## config.mk

```make
export PLATFORM = sky130hd
export DESIGN_NAME = rf_write_arbiter_flat
export DESIGN_NICKNAME = d
export VERILOG_FILES = /design/src/rtl/rf_pkg.sv /design/src/rtl/rf_write_arbiter_if.sv /design/src/rtl/rf_write_arbiter_grant.sv /design/src/rtl/rf_write_arbiter.sv /design/src/flat_wrapper.sv
export SDC_FILE = /design/constraint.sdc
export NUM_CORES = 1
export LEC_CHECK = 0
export ABC_CLOCK_PERIOD_IN_PS = 2800
export CAP_MARGIN = 20
export CORE_MARGIN = 8
export CORE_UTILIZATION = 35
export CTS_CLUSTER_SIZE = 25
export DETAILED_ROUTE_END_ITERATION = 8
export HOLD_SLACK_MARGIN = 0.12
export PLACE_DENSITY = 0.72
export SYNTH_ARGS = -nofsm -noshare
export SYNTH_HDL_FRONTEND = slang
export SYNTH_SLANG_ARGS = --single-unit
```

## constraint.sdc

```tcl
create_clock -name clk_i -period 2.8 [get_ports clk_i]
set_input_delay 0.56 -clock clk_i [delete_from_list [all_inputs] [get_ports clk_i]]
set_output_delay 0.56 -clock clk_i [all_outputs]
set_load 0.01 [all_outputs]
```

## src/rtl/rf_pkg.sv

```systemverilog
// Shared widths and requester-id encoding for the register-file write arbiter.
package rf_pkg;
    localparam int NUM_REGS   = 8;
    localparam int REG_ADDR_W = $clog2(NUM_REGS);
    localparam int DATA_W     = 8;
    localparam int NUM_REQ    = 2;

    // Also used as the grant-vector bit index.
    typedef enum logic {
        REQ_WB = 1'b0,
        REQ_LD = 1'b1
    } req_id_e;
endpackage

```

## src/rtl/rf_write_arbiter_if.sv

```systemverilog
// Requester, register-file write and forwarding signals of the write arbiter.
interface rf_write_arbiter_if;
    import rf_pkg::*;

    logic                  wb_valid;
    logic [REG_ADDR_W-1:0] wb_rd;
    logic [DATA_W-1:0]     wb_data;
    logic                  wb_ready;
    logic                  ld_valid;
    logic [REG_ADDR_W-1:0] ld_rd;
    logic [DATA_W-1:0]     ld_data;
    logic                  ld_ready;
    logic                  rf_writereg;
    logic [REG_ADDR_W-1:0] rf_rd;
    logic [DATA_W-1:0]     rf_writedata;
    logic [REG_ADDR_W-1:0] rs1;
    logic [REG_ADDR_W-1:0] rs2;
    logic                  fwd1_hit;
    logic                  fwd2_hit;
    logic [DATA_W-1:0]     fwd_data;

    modport master (
        output wb_valid, wb_rd, wb_data, ld_valid, ld_rd, ld_data, rs1, rs2,
        input  wb_ready, ld_ready, rf_writereg, rf_rd, rf_writedata,
               fwd1_hit, fwd2_hit, fwd_data
    );

    modport slave (
        input  wb_valid, wb_rd, wb_data, ld_valid, ld_rd, ld_data, rs1, rs2,
        output wb_ready, ld_ready, rf_writereg, rf_rd, rf_writedata,
               fwd1_hit, fwd2_hit, fwd_data
    );
endinterface

```

## src/rtl/rf_write_arbiter_grant.sv

```systemverilog
// Combinational grant for the two write requesters (module rf_arb_grant).
// RF_ARB_ROUND_ROBIN_EN selects round-robin on last grant instead of fixed priority with starvation limit.
module rf_arb_grant
    import rf_pkg::*;
#(
    parameter int STARVE_LIMIT = 4,
    parameter int CNT_W        = $clog2(STARVE_LIMIT + 1)
) (
    input  logic               en_i,
    input  logic               wb_valid_i,
    input  logic               ld_valid_i,
`ifdef RF_ARB_ROUND_ROBIN_EN
    input  req_id_e            last_grant_i,
`else
    input  logic [CNT_W-1:0]   starve_cnt_i,
`endif
    output logic [NUM_REQ-1:0] grant_o
);
    logic ld_wins;

    always_comb begin
        grant_o = '0;
        ld_wins = 1'b0;
        if (en_i) begin
`ifdef RF_ARB_ROUND_ROBIN_EN
            ld_wins = ld_valid_i && (!wb_valid_i || (last_grant_i == REQ_WB));
`else
            ld_wins = ld_valid_i && (!wb_valid_i || (starve_cnt_i == CNT_W'(STARVE_LIMIT)));
`endif
            grant_o[REQ_LD] = ld_wins;
            grant_o[REQ_WB] = wb_valid_i && !ld_wins;
        end
    end
endmodule

```

## src/rtl/rf_write_arbiter.sv

```systemverilog
// Two-requester register-file write arbiter with registered write port and forwarding compare.
// RF_ARB_ROUND_ROBIN_EN selects round-robin arbitration; default is fixed priority with starvation limit.
module rf_write_arbiter
    import rf_pkg::*;
#(
    parameter int STARVE_LIMIT = 4
) (
    input  logic         clk_i,
    input  logic         rst_n_i,
    rf_write_arbiter_if.slave bus
);
    localparam int CNT_W = $clog2(STARVE_LIMIT + 1);

    // Assertion is immediate; release lands one edge later so no grant races the reset edge.
    logic rst_sync_q;

    always_ff @(posedge clk_i or negedge rst_n_i) begin
        if (!rst_n_i) rst_sync_q <= 1'b0;
        else          rst_sync_q <= 1'b1;
    end

    logic [NUM_REQ-1:0] grant;

`ifdef RF_ARB_ROUND_ROBIN_EN
    req_id_e last_grant_q, last_grant_d;
`else
    logic [CNT_W-1:0] starve_cnt_q, starve_cnt_d;
`endif

    rf_arb_grant #(
        .STARVE_LIMIT (STARVE_LIMIT),
        .CNT_W        (CNT_W)
    ) u_grant (
        .en_i         (rst_sync_q),
        .wb_valid_i   (bus.wb_valid),
        .ld_valid_i   (bus.ld_valid),
`ifdef RF_ARB_ROUND_ROBIN_EN
        .last_grant_i (last_grant_q),
`else
        .starve_cnt_i (starve_cnt_q),
`endif
        .grant_o      (grant)
    );

    assign bus.wb_ready = grant[REQ_WB];
    assign bus.ld_ready = grant[REQ_LD];

    logic                  wr_q, wr_d;
    logic [REG_ADDR_W-1:0] rd_q, rd_d;
    logic [DATA_W-1:0]     data_q, data_d;

    always_comb begin
        wr_d   = 1'b0;
        rd_d   = rd_q;
        data_d = data_q;
        if (grant[REQ_WB]) begin
            wr_d   = 1'b1;
            rd_d   = bus.wb_rd;
            data_d = bus.wb_data;
        end else if (grant[REQ_LD]) begin
            wr_d   = 1'b1;
            rd_d   = bus.ld_rd;
            data_d = bus.ld_data;
        end
    end

`ifdef RF_ARB_ROUND_ROBIN_EN
    always_comb begin
        last_grant_d = last_grant_q;
        if (grant[REQ_WB])      last_grant_d = REQ_WB;
        else if (grant[REQ_LD]) last_grant_d = REQ_LD;
    end

    always_ff @(posedge clk_i or negedge rst_sync_q) begin
        if (!rst_sync_q) last_grant_q <= REQ_WB;
        else             last_grant_q <= last_grant_d;
    end
`else
    always_comb begin
        starve_cnt_d = '0;
        if (bus.ld_valid && !grant[REQ_LD]) begin
            starve_cnt_d = (starve_cnt_q == CNT_W'(STARVE_LIMIT)) ? starve_cnt_q
                                                                   : starve_cnt_q + 1'b1;
        end
    end

    always_ff @(posedge clk_i or negedge rst_sync_q) begin
        if (!rst_sync_q) starve_cnt_q <= '0;
        else             starve_cnt_q <= starve_cnt_d;
    end
`endif

    always_ff @(posedge clk_i or negedge rst_sync_q) begin
        if (!rst_sync_q) begin
            wr_q   <= 1'b0;
            rd_q   <= '0;
            data_q <= '0;
        end else begin
            wr_q   <= wr_d;
            rd_q   <= rd_d;
            data_q <= data_d;
        end
    end

    assign bus.rf_writereg  = wr_q;
    assign bus.rf_rd        = rd_q;
    assign bus.rf_writedata = data_q;
    assign bus.fwd1_hit     = wr_q && (rd_q == bus.rs1);
    assign bus.fwd2_hit     = wr_q && (rd_q == bus.rs2);
    assign bus.fwd_data     = data_q;
endmodule

```

## src/flat_wrapper.sv

```systemverilog
// flat-port wrapper written by rule: the top's interface ports become plain ports
module rf_write_arbiter_flat import rf_pkg::*;
#(
    parameter int STARVE_LIMIT = 4
)
  (clk_i, rst_n_i, bus_wb_valid, bus_wb_rd, bus_wb_data, bus_ld_valid, bus_ld_rd, bus_ld_data, bus_rs1, bus_rs2, bus_wb_ready, bus_ld_ready, bus_rf_writereg, bus_rf_rd, bus_rf_writedata, bus_fwd1_hit, bus_fwd2_hit, bus_fwd_data);
  rf_write_arbiter_if bus_i ();
  input  logic clk_i;
  input  logic rst_n_i;
  input wire logic [$bits(bus_i.wb_valid)-1:0] bus_wb_valid;
  input wire logic [$bits(bus_i.wb_rd)-1:0] bus_wb_rd;
  input wire logic [$bits(bus_i.wb_data)-1:0] bus_wb_data;
  input wire logic [$bits(bus_i.ld_valid)-1:0] bus_ld_valid;
  input wire logic [$bits(bus_i.ld_rd)-1:0] bus_ld_rd;
  input wire logic [$bits(bus_i.ld_data)-1:0] bus_ld_data;
  input wire logic [$bits(bus_i.rs1)-1:0] bus_rs1;
  input wire logic [$bits(bus_i.rs2)-1:0] bus_rs2;
  output wire logic [$bits(bus_i.wb_ready)-1:0] bus_wb_ready;
  output wire logic [$bits(bus_i.ld_ready)-1:0] bus_ld_ready;
  output wire logic [$bits(bus_i.rf_writereg)-1:0] bus_rf_writereg;
  output wire logic [$bits(bus_i.rf_rd)-1:0] bus_rf_rd;
  output wire logic [$bits(bus_i.rf_writedata)-1:0] bus_rf_writedata;
  output wire logic [$bits(bus_i.fwd1_hit)-1:0] bus_fwd1_hit;
  output wire logic [$bits(bus_i.fwd2_hit)-1:0] bus_fwd2_hit;
  output wire logic [$bits(bus_i.fwd_data)-1:0] bus_fwd_data;
  assign bus_i.wb_valid = bus_wb_valid;
  assign bus_i.wb_rd = bus_wb_rd;
  assign bus_i.wb_data = bus_wb_data;
  assign bus_i.ld_valid = bus_ld_valid;
  assign bus_i.ld_rd = bus_ld_rd;
  assign bus_i.ld_data = bus_ld_data;
  assign bus_i.rs1 = bus_rs1;
  assign bus_i.rs2 = bus_rs2;
  assign bus_wb_ready = bus_i.wb_ready;
  assign bus_ld_ready = bus_i.ld_ready;
  assign bus_rf_writereg = bus_i.rf_writereg;
  assign bus_rf_rd = bus_i.rf_rd;
  assign bus_rf_writedata = bus_i.rf_writedata;
  assign bus_fwd1_hit = bus_i.fwd1_hit;
  assign bus_fwd2_hit = bus_i.fwd2_hit;
  assign bus_fwd_data = bus_i.fwd_data;
  rf_write_arbiter #(.STARVE_LIMIT(STARVE_LIMIT)) u_core (.clk_i(clk_i), .rst_n_i(rst_n_i), .bus(bus_i));
endmodule
```

==> results of run 1 <==
==> per-stage QoR <==
| step | area [um^2] | power [uW] | utilization (%) | hold WS, ns | instances |
|---|---|---|---|---|---|
| 2_1_floorplan | 956 | 398 | - | 0.193 | 109 |
| 3_3_place_gp | 1480 | 520 | 55.0 | 0.292 | 184 |
| 3_5_place_dp | 1480 | 525 | 55.0 | 0.302 | 184 |
| 4_1_cts | 1510 | 676 | 56.4 | 0.316 | 188 |
| 5_1_grt | 1510 | 708 | 56.4 | 0.333 | 188 |
| 6_report | 1510 | 671 | 56.4 | 0.306 | 188 |
==> Yosys cell counts, drive strengths merged (2+ instances only) <==
cell and n:
buf 16, dfrtp 16, nor2 12, o21ai 12, a31oi 11, nand4 11, nand2 5, xor2 4
nor3 3, a211oi 2, ha 2, inv 2, o21a 2, xnor2 2
==> state kept, by name, summed over array words and instances, names as in the netlist <==
register	cells
u_core.bus.fwd_data	8
u_core.bus.rf_writereg	1
u_core.starve_cnt_q	3
u_core.bus.rf_rd	3
u_core.rst_sync_q	1
==> routing by layer <==
layer / track usage (%) / vias up
li1: - / 478
met1: 16.5 / 445
met2: 19.3 / 49
met3: 3.44 / 0
met4: 2.81 / 0
met5: 0 / -
==> worst max path at each step <==
stage	startpoint	end	slack (ns)	depth (start not counted)
2_1_floorplan	u_core.rst_sync_q	bus_ld_ready	0.91	4
3_3_place_gp	bus_ld_valid	bus_wb_ready	0.33	4
3_5_place_dp	bus_ld_valid	bus_wb_ready	0.31	4
4_1_cts	bus_ld_valid	bus_wb_ready	0.29	4
5_1_grt	bus_rs1[1]	bus_fwd1_hit	0.24	5
6_report	bus_ld_valid	bus_wb_ready	0.30	4
==> power by group <==
part	leakage, uW	internal, uW	total [uW]	switching, uW
logic	0.000382	144	236	92.2
registers	0.000187	257	281	23.6
clock network	0.0000210	79.0	154	75.2
==> cell type report <==
type / instances / area (um^2) / area share [%]
timing repair buffer: 60 / 588 / 38.8
multi-input combinational: 75 / 443 / 29.3
sequential: 16 / 400 / 26.4
tap: 31 / 38.8 / 2.56
clock buffer: 4 / 36.3 / 2.40
inverter: 2 / 7.51 / 0.496
==> cells by family after synthesis <==
| group | synth area share [%] |
|---|---|
| AOI/OAI and AO/OA | 17.9 |
| xor gates and xnor gates | 5.50 |
| adders and majority gates | 2.62 |
| buffers and inverters | 11.8 |
| DFF | 41.9 |
| muxes | 1.18 |
| other | 0.392 |
| and+or+nand+nor | 18.7 |
==> worst max-delay path, delay by kind of cell <==
| kind | cells | cell delay [ns] |
|---|---|---|
| buffers and inverters | 2 | 1.05 |
| and+or+nand+nor | 2 | 0.33 |
==> metrics.md, run 1 <==
| Metric | Value |
|---|---|
| Routed len/inst | `15.3 um` |
| Synth area leaders | `dfrtp_1 42%, buf_4 7.9%, a31oi_1 7.2%` |
| CTS tree | `done` |
| Achievable Freq | `0.400 GHz` |
| Vias | `972` |
| Count of cell types in the netlist | `25` |
| Final period util | `89.3%` |
| Top Metal Used | `met3` |
| Mapped Area | `956 um^2` |
| Hold crit path type | `flop to asynchronous set/reset pin` |
| Clk buf depth | `2` |
| Clock Latency Late Sink | `0.28 ns` |
| Clock root buffer | `clkbuf_4` |
| Full die area | `4660 um^2` |
| Synth Warn # | `0` |
| Data required time of the worst path | `2.24 ns` |
| Input/output buffers | `55` |
| MaxCap Viol Count | `0` |
| RSZ-0062 raised after global routing | `false` |
| Most used cell, CP | `clkdlybuf4s50_1` |
| Antenna Nets Post-Route | `0` |
| Worst path slowest cell | `clkdlybuf4s50_1` |
| Rows | `19` |
| Cts-stage hold buffer count | `0` |
| Min cycle time layout | `2.50 ns` |
| Wire length on met1 | `1280 um` |
| Mapped Cells | `109` |
| Htree depth | `1` |
| CP Cell Sequence | `clkdlybuf4s50_1 > and3_1 > nor2_1 > clkdlybuf4s50_1` |
| Worst VDD drop | `0.306 mV` |
| Pins over their slew limit | `0` |
| Vias in the first global route | `945` |
| Largest net degree at the start of global routing | `32` |
| Cts bufs inserted | `3` |
| Setup WS post-layout | `0.300 ns` |
| CP Capture Type | `output pin` |
| Clock net sink count | `16` |
| RD Place Congestion | `0.763` |
| Number of setup buffers added after CTS | `0` |
| Syn avg cell area | `8.77 um^2` |
| Die height | `68.3 um` |
| Reg clk slew, reported paths | `0.10 ns` |
| Initial Util | `35.6%` |
| IO Pins | `56` |
| ANT cells | `0` |
| Total power per unit cell area | `443 nW/um^2` |
| Aggregate global routing overflow | `0` |
| Pre-CTS setup slack | `0.307 ns` |
| Fin Clk Skew | `0.00609 ns` |
| Kind of critical path | `input pin to output pin` |
| Reg2reg path depth | `5` |
| Worst path arrival time | `1.94 ns` |
| Post-synthesis net count | `143` |
| DR WL met2 | `1280 um` |
| Drt via density | `5.17` |
| Total wire length | `2870 um` |
| Status | `finished clean` |
| Nets | `192` |
| Critical Path Start Type | `input pin` |
| P&R area growth vs syn | `58.4%` |
| P_leak | `0.000590 uW` |
| Die width | `68.3 um` |
| Hpwl dp | `2230 um` |
| Final hold vios | `0` |
| Initial DRC count | `28` |
| Share of cells above drive strength 1 | `6.37%` |
| Setup tns final | `0 ns` |
| Sequential share of the synthesized area | `41.9%` |
| Initial antenna violation count | `0` |
| Worst r2r src | `u_core.starve_cnt_q[0]` |
| EDFF count, synth | `0` |
| First-pass GRT wire length | `4550 um` |
| Synth Flop Type | `dfrtp_1` |
| Core area | `2690 um^2` |
| Leading area contributor after synthesis | `dfrtp_1` |
| # DRC | `0` |
| Crit-path max cell delay | `0.54 ns` |
| DR pass1 iterations | `4` |
| Met3 WL post-DR | `318 um` |
| Most common cell after layout, fill and taps aside | `clkdlybuf4s50_1` |
| Post-CTS Resized | `0` |
| CP Max Fanout | `7` |
| Fillers | `265` |
| Top-area cell type share of the netlist area | `41.9%` |
| # setup viols final | `0` |
| Async S/R FF share, synth | `100%` |
| Commonest cells after routing, fill and taps aside | `55 x clkdlybuf4s50_1, 16 x dfrtp_1, 12 x nor2_1, 11 x nand4_1, 11 x a31oi_1` |
| Yosys reg bits | `16` |
| R2R setup slack | `1.23 ns` |
| All-layer global routing usage | `12.3%` |
| R2R Path End | `u_core.bus.rf_rd[1]` |
Note: power is estimated with default switching activity, not from simulation.
==> run 2, diff against run 1 <==
--- a/config.mk
+++ b/config.mk
@@ -7,7 +7,6 @@
 export LEC_CHECK = 0
 export ABC_CLOCK_PERIOD_IN_PS = 2800
 export CAP_MARGIN = 20
-export CORE_MARGIN = 8
 export CORE_UTILIZATION = 35
 export CTS_CLUSTER_SIZE = 25
 export DETAILED_ROUTE_END_ITERATION = 8
@@ -16,3 +15,4 @@
 export SYNTH_ARGS = -nofsm -noshare
 export SYNTH_HDL_FRONTEND = slang
 export SYNTH_SLANG_ARGS = --single-unit
+export TNS_END_PERCENT = 20
==> run 2 against run 1 <==
  * Sequential power is 1% higher
  * Via count is 0.51% higher
  * Core utilization is 3.6 points higher
  * Power is 0.49% lower
  * Flip-flop and latch count stayed put
  * Combinational power is 2% lower
  * Count of clock-buffer cells in the layout stayed put
  * Fmax is 1.7% lower
  * Critical endpoint unchanged
  * Largest cell class unchanged
  * Largest power group unchanged
  * Highest routed layer is now met4
==> metrics.md, run 2 (synthesis gave the netlist of run 1 again) <==
| Metric | Value |
|---|---|
| Final hold vios | `0` |
| Rows | `18` |
| ANT cells | `0` |
| Nets | `192` |
| P_sw | `188 uW` |
| First-pass GRT wire length | `3970 um` |
| Clk buf depth | `2` |
| Crit path to | `bus_wb_ready` |
| Achievable Freq | `0.393 GHz` |
| Vias in the first global route | `904` |
| Fin Clk Skew | `0.00226 ns` |
| RSZ-0062 raised after global routing | `false` |
| Clock Latency Late Sink | `0.28 ns` |
| Critical Path Start Type | `input pin` |
| Commonest cells after routing, fill and taps aside | `55 x clkdlybuf4s50_1, 16 x dfrtp_1, 12 x nor2_1, 11 x nand4_1, 11 x a31oi_1` |
| Total power per unit cell area | `441 nW/um^2` |
| # setup viols final | `0` |
| Max FFs per register | `8` |
| Int Pwr | `480 uW` |
| Initial DRC count | `15` |
| Reg clk slew, reported paths | `0.09 ns` |
| Hold crit path type | `flop to asynchronous set/reset pin` |
| Initial Util | `37.9%` |
| Setup tns final | `0 ns` |
| P_leak | `0.000590 uW` |
| Slew headroom | `61.3%` |
| DR WL met2 | `1220 um` |
| Switching part of the total power | `28.1%` |
| IO Pins | `56` |
| Number of setup buffers added after CTS | `0` |
| Top Metal Used | `met4` |
| Antenna Nets Post-Route | `0` |
| Largest net degree at the start of global routing | `24` |
| Htree depth | `1` |
| Kind of critical path | `input pin to output pin` |
| Die width | `54.3 um` |
| Met3 WL post-DR | `252 um` |
| Flop pwr share | `42.6%` |
| DR pass1 iterations | `4` |
| WHS | `0.246 ns` |
| Worst r2r src | `u_core.starve_cnt_q[0]` |
| Worst VDD drop | `0.298 mV` |
| Hpwl dp | `1940 um` |
| Worst path arrival time | `1.98 ns` |
| Fillers | `221` |
| Cts bufs inserted | `3` |
| Post-CTS Resized | `0` |
| R2R Path End | `u_core.bus.rf_rd[0]` |
| CP Max Fanout | `7` |
| Aggregate global routing overflow | `0` |
| CTS tree | `done` |
| All-layer global routing usage | `18.7%` |
| Wire length on met1 | `1100 um` |
| CP Capture Type | `output pin` |
| P&R area growth vs syn | `58.2%` |
| Drt via density | `5.22` |
| Clk pwr share | `22.7%` |
| Routed len/inst | `13.9 um` |
| Full die area | `2940 um^2` |
| # DRC | `0` |
| Input/output buffers | `55` |
| Data required time of the worst path | `2.24 ns` |
| Core area | `2520 um^2` |
| Most common cell after layout, fill and taps aside | `clkdlybuf4s50_1` |
| Clock net sink count | `16` |
| Status | `finished clean` |
| Area of the multi-input gates | `443 um^2` |
| Reg2reg path depth | `5` |
| Min cycle time layout | `2.54 ns` |
| R2R setup slack | `1.26 ns` |
| Clock root buffer | `clkbuf_4` |
| FF/Latch Area | `400 um^2` |
| Vias | `977` |
| MaxCap Viol Count | `0` |
| Gate power share | `34.7%` |
| Pins over their slew limit | `0` |
| Total wire length | `2590 um` |
| Die height | `54.3 um` |
| Final period util | `90.8%` |
| RD Place Congestion | `0.826` |
| Initial antenna violation count | `0` |
| Critical Path Source | `bus_ld_valid` |
| Worst-Margin Slew | `0.581 ns` |
| Share of cells above drive strength 1 | `6.37%` |
| Cts-stage hold buffer count | `0` |
-- run 2: routing by layer --
metal / GRT usage, % / vias up
met4: 7.26 / 0
met2: 30.7 / 43
met3: 3.06 / 4
li1: - / 482
met5: 0 / -
met1: 24.3 / 448
-- run 2: how the worst min path moves through the flow --
stage | endpoint | slack (ns) | cells after the start
after floorplan | u_core.bus.fwd_data[0] | 0.19 | 0
after CTS | u_core.starve_cnt_q[1] | 0.26 | 0
final | u_core.starve_cnt_q[1] | 0.25 | 0
after global placement | u_core.starve_cnt_q[1] | 0.22 | 0
after detailed placement | u_core.starve_cnt_q[1] | 0.25 | 0
after global routing | u_core.bus.fwd_data[2] | 0.28 | 0
-- run 2: layout make-up --
| class | count | area share [%] |
|---|---|---|
| Tap cell | 30 | 2.48 |
| Timing Repair Buffer | 60 | 38.9 |
| Multi-Input combinational cell | 75 | 29.3 |
| Inverter | 2 | 0.496 |
| Sequential cell | 16 | 26.5 |
| Clock buffer | 4 | 2.40 |
-- run 2: critical path, stage by stage --
cell and delay (ns):
clkdlybuf4s50_1 0.51, and3_1 0.25, nor2_1 0.11, clkdlybuf4s50_1 0.55
-- run 2: power groups by stage --
stage / clock, uW / sequential [uW] / combinational [uW]
after floorplan: 0 / 297 / 101
after detailed placement: 0 / 290 / 233
final: 151 / 285 / 232
after CTS: 160 / 286 / 234
after global placement: 0 / 288 / 229
after global routing: 168 / 290 / 251
-- run 2: metrics by stage --
stage               total power [uW]  util, %  setup slack [ns]  area, um^2  instances
floorplan                        398        -             0.907         956        109
global placement                 517     58.5             0.307        1480        183
detailed placement               523     58.5             0.279        1480        183
CTS                              680     60.0             0.279        1510        187
global route                     709     60.0             0.205        1510        187
finish                           668     60.0             0.257        1510        187
